===== config.mk =====
export PLATFORM = sky130hd
export DESIGN_NAME = mc_ctrl
export DESIGN_NICKNAME = d
export VERILOG_FILES = /design/src/rtl/mc_ctrl.sv
export SDC_FILE = /design/constraint.sdc
export NUM_CORES = 1
export LEC_CHECK = 0
export CAP_MARGIN = 15
export CORE_MARGIN = 3
export CORE_UTILIZATION = 42
export CTS_CLUSTER_SIZE = 24
export DETAILED_ROUTE_END_ITERATION = 6
export HOLD_SLACK_MARGIN = 0.15
export PLACE_DENSITY = 0.81
export RECOVER_POWER = 100
export SETUP_SLACK_MARGIN = 0.15
export SLEW_MARGIN = 20
export SYNTH_ARGS = -nofsm -noshare
export SYNTH_HDL_FRONTEND = slang
export SYNTH_SLANG_ARGS = --single-unit
export TNS_END_PERCENT = 10

===== constraint.sdc =====
create_clock -name clk -period 4.8 [get_ports clk]
set_clock_uncertainty 0.1 [all_clocks]
set_input_delay 0.96 -clock clk [delete_from_list [all_inputs] [get_ports clk]]
set_output_delay 0.96 -clock clk [all_outputs]
set_load 0.05 [all_outputs]

===== src/rtl/mc_ctrl.sv =====
// mc_ctrl: multi-cycle MIPS control FSM sequencing fetch/decode/execute/memory/writeback.
// Define OVERFLOW_TRAP_EN to enable the add/sub/addi overflow trap through the EXC state.
module mc_ctrl (
  input  logic       clk,
  input  logic       rst,
  input  logic [5:0] opcode,
  input  logic [5:0] funct,
  input  logic       zero,
  input  logic       overflow,
  input  logic       mem_ready,
  output logic [2:0] ALU_operation,
  output logic       alu_src_a,
  output logic [1:0] alu_src_b,
  output logic       ext_zero,
  output logic [1:0] pc_source,
  output logic       pc_we,
  output logic       ir_we,
  output logic       mem_read,
  output logic       mem_write,
  output logic       iord,
  output logic       reg_write,
  output logic       reg_dst,
  output logic       mem_to_reg,
  output logic       exc,
  output logic [3:0] state
);

  typedef enum logic [3:0] {
    S_IF   = 4'd0,
    S_ID   = 4'd1,
    S_MADR = 4'd2,
    S_MRD  = 4'd3,
    S_MWB  = 4'd4,
    S_MWR  = 4'd5,
    S_REXE = 4'd6,
    S_RWB  = 4'd7,
    S_BR   = 4'd8,
    S_JMP  = 4'd9,
    S_IEXE = 4'd10,
    S_IWB  = 4'd11,
    S_EXC  = 4'd12
  } state_t;

  localparam logic [5:0] OP_RTYPE = 6'b000000;
  localparam logic [5:0] OP_LW    = 6'b100011;
  localparam logic [5:0] OP_SW    = 6'b101011;
  localparam logic [5:0] OP_BEQ   = 6'b000100;
  localparam logic [5:0] OP_BNE   = 6'b000101;
  localparam logic [5:0] OP_J     = 6'b000010;
  localparam logic [5:0] OP_ADDI  = 6'b001000;
  localparam logic [5:0] OP_ANDI  = 6'b001100;
  localparam logic [5:0] OP_ORI   = 6'b001101;
  localparam logic [5:0] OP_XORI  = 6'b001110;
  localparam logic [5:0] OP_SLTI  = 6'b001010;

  localparam logic [5:0] F_ADD = 6'b100000;
  localparam logic [5:0] F_SUB = 6'b100010;
  localparam logic [5:0] F_AND = 6'b100100;
  localparam logic [5:0] F_OR  = 6'b100101;
  localparam logic [5:0] F_XOR = 6'b100110;
  localparam logic [5:0] F_NOR = 6'b100111;
  localparam logic [5:0] F_SLT = 6'b101010;
  localparam logic [5:0] F_SRL = 6'b000010;

  state_t state_reg, state_next;
  logic   trap_pending;

  assign state = state_reg;

`ifdef OVERFLOW_TRAP_EN
  logic ovf_reg, ovf_next;

  // Only signed add/sub/addi can trap; the flag lives exactly one cycle into the writeback state.
  always_comb begin
    ovf_next = 1'b0;
    if (state_reg == S_REXE && (funct == F_ADD || funct == F_SUB))
      ovf_next = overflow;
    else if (state_reg == S_IEXE && opcode == OP_ADDI)
      ovf_next = overflow;
  end

  always_ff @(posedge clk) begin
    if (rst) ovf_reg <= 1'b0;
    else     ovf_reg <= ovf_next;
  end

  assign trap_pending = ovf_reg;
`else
  logic unused_overflow;
  assign unused_overflow = overflow;
  assign trap_pending    = 1'b0;
`endif

  always_ff @(posedge clk) begin
    if (rst) state_reg <= S_IF;
    else     state_reg <= state_next;
  end

  always_comb begin
    state_next    = S_IF;
    ALU_operation = 3'b000;
    alu_src_a     = 1'b0;
    alu_src_b     = 2'b00;
    ext_zero      = 1'b0;
    pc_source     = 2'b00;
    pc_we         = 1'b0;
    ir_we         = 1'b0;
    mem_read      = 1'b0;
    mem_write     = 1'b0;
    iord          = 1'b0;
    reg_write     = 1'b0;
    reg_dst       = 1'b0;
    mem_to_reg    = 1'b0;
    exc           = 1'b0;
    case (state_reg)
      S_IF: begin
        mem_read      = 1'b1;
        alu_src_b     = 2'b01;
        ALU_operation = 3'b010;
        ir_we         = mem_ready;
        pc_we         = mem_ready;
        state_next    = mem_ready ? S_ID : S_IF;
      end
      S_ID: begin
        alu_src_b     = 2'b11;
        ALU_operation = 3'b010;
        case (opcode)
          OP_RTYPE:                                     state_next = S_REXE;
          OP_LW, OP_SW:                                 state_next = S_MADR;
          OP_BEQ, OP_BNE:                               state_next = S_BR;
          OP_J:                                         state_next = S_JMP;
          OP_ADDI, OP_ANDI, OP_ORI, OP_XORI, OP_SLTI:   state_next = S_IEXE;
          default:                                      state_next = S_IF;
        endcase
      end
      S_MADR: begin
        alu_src_a     = 1'b1;
        alu_src_b     = 2'b10;
        ALU_operation = 3'b010;
        state_next    = (opcode == OP_SW) ? S_MWR : S_MRD;
      end
      S_MRD: begin
        mem_read   = 1'b1;
        iord       = 1'b1;
        state_next = mem_ready ? S_MWB : S_MRD;
      end
      S_MWB: begin
        reg_write  = 1'b1;
        mem_to_reg = 1'b1;
        state_next = S_IF;
      end
      S_MWR: begin
        mem_write  = 1'b1;
        iord       = 1'b1;
        state_next = mem_ready ? S_IF : S_MWR;
      end
      S_REXE: begin
        alu_src_a = 1'b1;
        case (funct)
          F_ADD:   ALU_operation = 3'b010;
          F_SUB:   ALU_operation = 3'b110;
          F_AND:   ALU_operation = 3'b000;
          F_OR:    ALU_operation = 3'b001;
          F_XOR:   ALU_operation = 3'b011;
          F_NOR:   ALU_operation = 3'b100;
          F_SLT:   ALU_operation = 3'b111;
          F_SRL:   ALU_operation = 3'b101;
          default: ALU_operation = 3'b010;
        endcase
        state_next = S_RWB;
      end
      S_RWB: begin
        reg_write  = ~trap_pending;
        reg_dst    = 1'b1;
        state_next = trap_pending ? S_EXC : S_IF;
      end
      S_BR: begin
        alu_src_a     = 1'b1;
        ALU_operation = 3'b110;
        pc_source     = 2'b01;
        pc_we         = (opcode == OP_BNE) ? ~zero : zero;
        state_next    = S_IF;
      end
      S_JMP: begin
        pc_source  = 2'b10;
        pc_we      = 1'b1;
        state_next = S_IF;
      end
      S_IEXE: begin
        alu_src_a = 1'b1;
        alu_src_b = 2'b10;
        case (opcode)
          OP_ANDI: ALU_operation = 3'b000;
          OP_ORI:  ALU_operation = 3'b001;
          OP_XORI: ALU_operation = 3'b011;
          OP_SLTI: ALU_operation = 3'b111;
          default: ALU_operation = 3'b010;
        endcase
        ext_zero   = (opcode == OP_ANDI) || (opcode == OP_ORI) || (opcode == OP_XORI);
        state_next = S_IWB;
      end
      S_IWB: begin
        reg_write  = ~trap_pending;
        state_next = trap_pending ? S_EXC : S_IF;
      end
`ifdef OVERFLOW_TRAP_EN
      S_EXC: begin
        exc        = 1'b1;
        pc_source  = 2'b11;
        pc_we      = 1'b1;
        state_next = S_IF;
      end
`endif
      default: state_next = S_IF;
    endcase
    // Reset abandons the current instruction: no architectural write may escape this cycle.
    if (rst) begin
      pc_we     = 1'b0;
      ir_we     = 1'b0;
      mem_write = 1'b0;
      reg_write = 1'b0;
      exc       = 1'b0;
    end
  end

endmodule


## Word level (Yosys, flattened, before mapping)

Cells that the tools add are included.

| word-level totals | value |
|---|---|
| bits in registers | 4 |
| logic and storage cells | 69 |
| output and inout bits | 22 |

| operators by class | value |
|---|---|
| equality and inequality tests | 28 |
| reductions and logical operators | 13 |
| bitwise operators | 1 |
| mux-type cells | 26 |

Operators by type and width:

| operator | count |
|---|---|
| 6-bit equality test (second input constant) | 8 |
| 6-bit by 4-bit equality test with 1-bit output (second input constant) | 5 |
| 4-bit one-hot mux with 7 select lines | 1 |
| 3-bit one-hot mux with 4 select lines | 2 |
| 3-bit one-hot mux with 7 select lines | 1 |
| 4-bit one-hot mux with 5 select lines | 1 |
| 4-bit by 3-bit equality test with 1-bit output (second input constant) | 4 |
| 4-bit equality test (second input constant) | 4 |
| 1-bit two-way mux | 15 |
| 6-bit by 2-bit equality test with 1-bit output (second input constant) | 2 |
| 6-bit by 3-bit equality test with 1-bit output (second input constant) | 2 |
| 2-bit OR reduction | 5 |
| 3-bit two-way mux | 3 |
| 4-bit by 2-bit equality test with 1-bit output (second input constant) | 2 |
| 6-bit logical NOT | 1 |
| 2-bit one-hot mux with 3 select lines | 1 |
| 3-bit OR reduction | 2 |
| 5-bit OR reduction | 1 |
| 4-bit by 1-bit equality test with 1-bit output (second input constant) | 1 |
| 4-bit logical NOT | 1 |
| 2-bit one-hot mux with 2 select lines | 1 |
| 4-bit OR reduction | 1 |
| 1-bit one-hot mux with 3 select lines | 1 |
| 1-bit logical OR | 2 |
| 1-bit inverter | 1 |

## Longest topological paths before layout

| depth | value |
|---|---|
| depth after elaboration | 4 |
| mapped depth | 6 |
| depth with buffers taken out | 5 |

## Least setup slack after synthesis

No wires, ideal clock.

| timing path | value |
|---|---|
| kind | input -> output |
| start point | input port opcode[4] |
| end point | output port ALU_operation[2] |
| slack | 0.564 ns |
| data required time | 3.740 ns |
| stages on the path | 3 |
| buffers on the path | 0 |
| arrival | 3.176 ns |
| cell sequence | nor2_1 > nand4_1 > o311ai_0 |

| on the way | value |
|---|---|
| longest elaborated chain between the ends | 3 |
| elaborated cells on any way between the ends | 6 |
| those cells by class | eq/ne: 4; mux: 2 |

Ends and longest elaborated chain:

| element | RTL line | RTL |
|---|---|---|
| start, declared | 6 | `input logic [5:0] opcode,` |
| 6-bit by 4-bit equality test with 1-bit output | 192 | `case (opcode)` |
| 3-bit one-hot mux with 4 select lines (*) | 192 |  |
| 3-bit one-hot mux with 4 select lines (*) | 115 | `case (state_reg)` |
| end, declared | 11 | `output logic [2:0] ALU_operation,` |

Mark *: on every way between the ends. The rest lies on a longest branch, timed or not.

## Worst setup path in the final report

| timing path | value |
|---|---|
| start point | input port opcode[2] |
| end point | output port pc_we |

| on the way | value |
|---|---|
| longest elaborated chain between the ends | 4 |

Ends and longest elaborated chain:

| element | RTL line | RTL |
|---|---|---|
| 6-bit by 3-bit equality test with 1-bit output | 181 | `pc_we = (opcode == OP_BNE) ? ~zero : zero;` |
| 1-bit two-way mux | 181 |  |
| 1-bit one-hot mux with 3 select lines | 115 |  |
| 1-bit two-way mux | 217 | `if (rst) begin` |
| end, declared | 16 | `output logic pc_we,` |

Every way passes these cells.

==> impl_metrics.py <==
metrics = {
    "detailed_routing": {
        "wl_met2_um": 997,
        "post-route-drc-count": 0,
        "vias": 988,
        "dr.max_layer_used": "met4",
        "wirelength_mm": 2.27,
        "dr.pass1.iters": 4,
        "wl_met3_um": 154,
        "avgViaCountPerCell": 5.88,
        "postRouteAntennaNets": 0,
        "wl_met1_mm": 1.11,
        "wl_per_cell_um": 13.5,
        "drt_iter0_markers": 39,
    },
    "pwr": {
        "power_leakage_uw": 0.000421,
        "powerDensity_nw_per_um2": 130,
        "pwr-share-clk_pct": 28.9,
        "vdd_drop_max_v": 0.000167,
        "combPwrFrac_pct": 45.0,
        "internal-power_uw": 89.5,
        "switchingPower_uw": 55.6,
        "swShare_pct": 38.3,
        "power.total_uw": 145,
        "pwr-share-seq_pct": 26.0,
    },
    "clock_network": {
        "path_clk_slew_ns": 0.04,
        "post_cts_buffers": 0,
        "ctsResizeCount": 0,
        "clockBufferDepth": 2,
        "numCtsBuffers": 3,
        "clockRootBuffer": "clkbuf_4",
        "cts.sinks": 4,
        "clk_latency_ns": 0.24,
        "cts_max_level": 1,
        "holdBufCountCts": 0,
        "tritoncts": "yes",
    },
    "worst_setup_path": {
        "required_ns": 3.74,
        "worst_setup_path_end_kind": "primary output",
        "crit_fanout": 6,
        "critPathKind": "input pin to primary output",
        "start_kind": "input pin",
        "arrival_ns": 3.42,
        "startpoint": "opcode[2]",
        "timing.rr.start": "state[3]",
    },
    "finish": {
        "fin_nets": 163,
        "area_delta_synth_final_pct": 49.1,
        "antenna_cells": 0,
        "largest_reg_flops": 4,
        "final_layout_size_suffix_gt1_share_pct": 3.47,
        "stdcell_area_um2": 1110,
    },
    "timing": {
        "tightestPinTransition_ns": 0.640,
        "fin_crit_sh_pct": 93.3,
        "slew_viol_final": 0,
        "setup_viol": 0,
        "rsz0062_at_grt": "false",
        "setup_tns_ns": 0,
        "holdWs_ns": 0.778,
        "slew_headroom_pct": 57.3,
        "hold_violations": 0,
        "fin_ws_ns": 0.319,
        "fmax_mhz": 223,
        "period_minus_slack_ns": 4.48,
    },
    "floorplan": {
        "die_h_um": 48.2,
        "die-area_um2": 2320,
        "core_um2": 1590,
        "io_pins": 39,
        "die_x_um": 48.2,
        "start_util_pct": 46.9,
        "fp-row-count": 14,
    },
    "synth": {
        "ys_types": 47,
        "ys_seq_area_share_pct": 10.7,
        "synth_edf_count": 0,
        "ys_warn_count": 0,
        "syn_inst": 114,
        "syn_nets": 131,
        "synth_ff_type": "dfxtp_1",
        "synth_seq_cells": 4,
        "netlist_area_um2": 747,
        "async_flop_share_pct": 0,
        "syn_avg_cell_area_um2": 6.55,
    },
    "global_route": {
        "gr-total-overflow": 0,
        "grt_max_degree": 22,
        "grt_pass1_vias": 761,
        "antenna_found_initial": 0,
        "gr-usage-all-layers_pct": 19.8,
        "grt_pass1_wl_mm": 3.35,
    },
    "placed_design": {
        "gp_congestion": 0.824,
        "dp_hpwl_mm": 1.73,
        "dpl_cell_area_um2": 1090,
        "port_buffers": 36,
        "pre_cts_ws_ns": 0.456,
    },
    "hold_path": {
        "holdCritPathClass": "flip-flop to flip-flop",
        "hp-start": "state[3]",
    },
    "job": {
        "maxCapViolations": 0,
    },
    "run_status": {
        "run_status": "finished, final reports clean",
    },
}
-- layer usage --
metal  GRT usage, %  up-vias
met5              0        -
met4           2.69        0
met3           4.80        2
met2           31.0       51
met1           28.0      444
li1               -      491
-- stage by stage --
step,util [%],std cells
3_3_place_gp,68.4,165
5_1_grt,69.9,168
4_1_cts,69.9,168
2_1_floorplan,-,114
3_5_place_dp,68.4,165
6_report,69.9,168
-- cell usage in the layout (no fill, tap or decap), types with 5 or more instances in the layout --
| master | Yosys | routed |
|---|---|---|
| inv_1 | 5 | 5 |
| nand2b_1 | 7 | 7 |
| nor3_1 | 5 | 5 |
| o21ai_0 | 5 | 5 |
| a21oi_1 | 8 | 8 |
| nor2b_1 | 7 | 7 |
| clkdlybuf4s50_1 | 0 | 13 |
| dlygate4sd3_1 | 0 | 23 |
| nor2_1 | 12 | 12 |
-- cells in the mapped netlist, drive strengths merged (2+ instances only) --
master  count  share of area (%)
o21ai       5                3.3
nand2b      7                5.9
buf         3                3.2
a31oi       2                1.7
a211oi      4                4.0
nand2       4                2.0
nor3        5                3.3
nor2b       7                5.9
clkbuf      6                3.0
nor2       12                6.0
or2         3                2.5
a21oi       8                5.4
xnor2       2                2.3
nand3       3                2.0
nand4       2                1.7
or4         2                2.0
inv         5                2.5
dfxtp       4                 11
o32ai       3                3.5
or3         3                2.5
-- power by group through the flow --
stage | clock network (uW) | logic [uW] | registers [uW]
6_report | 42.0 | 65.3 | 37.8
5_1_grt | 47.7 | 69.9 | 38.1
4_1_cts | 43.0 | 67.0 | 37.8
3_5_place_dp | 0 | 66.8 | 38.3
3_3_place_gp | 0 | 65.6 | 38.2
2_1_floorplan | 0 | 38.2 | 38.7
-- area by class of cell --
type	count	area, um2
well taps	24	30.0
clock buffers	3	22.5
fillers	148	480
flip-flops and latches	4	80.1
multi-input cells	96	602
repair buffers	36	360
inverters	5	18.8
-- path summary, 6_finish.rpt --
check | to | slack [ns] | cells past startpoint
max | pc_we | 0.32 | 6
max reg2reg | state[2] | 2.79 | 4
min | state[0] | 0.78 | 3
min reg2reg | state[0] | 0.78 | 3
-- worst max-delay path: stages --
cell and delay (ns):
dlygate4sd3_1 0.62, nor2b_1 0.30, nand4_1 0.18, or3_1 0.33
a31oi_1 0.15, dlygate4sd3_1 0.89
-- cell families (layout without fill, tap and decap cells) --
group / Yosys count / count (layout) / share of synthesized area (%)
AND/OR/NAND/NOR: 57 / 57 / 43.2
AO/OA/AOI/OAI: 34 / 34 / 32.0
buffers and inverters: 14 / 44 / 8.71
flip-flops: 4 / 4 / 10.7
XOR/XNOR: 3 / 3 / 3.52
other: 1 / 1 / 0.502
multiplexers: 1 / 1 / 1.34
Note: power is estimated with default switching activity, not from simulation.
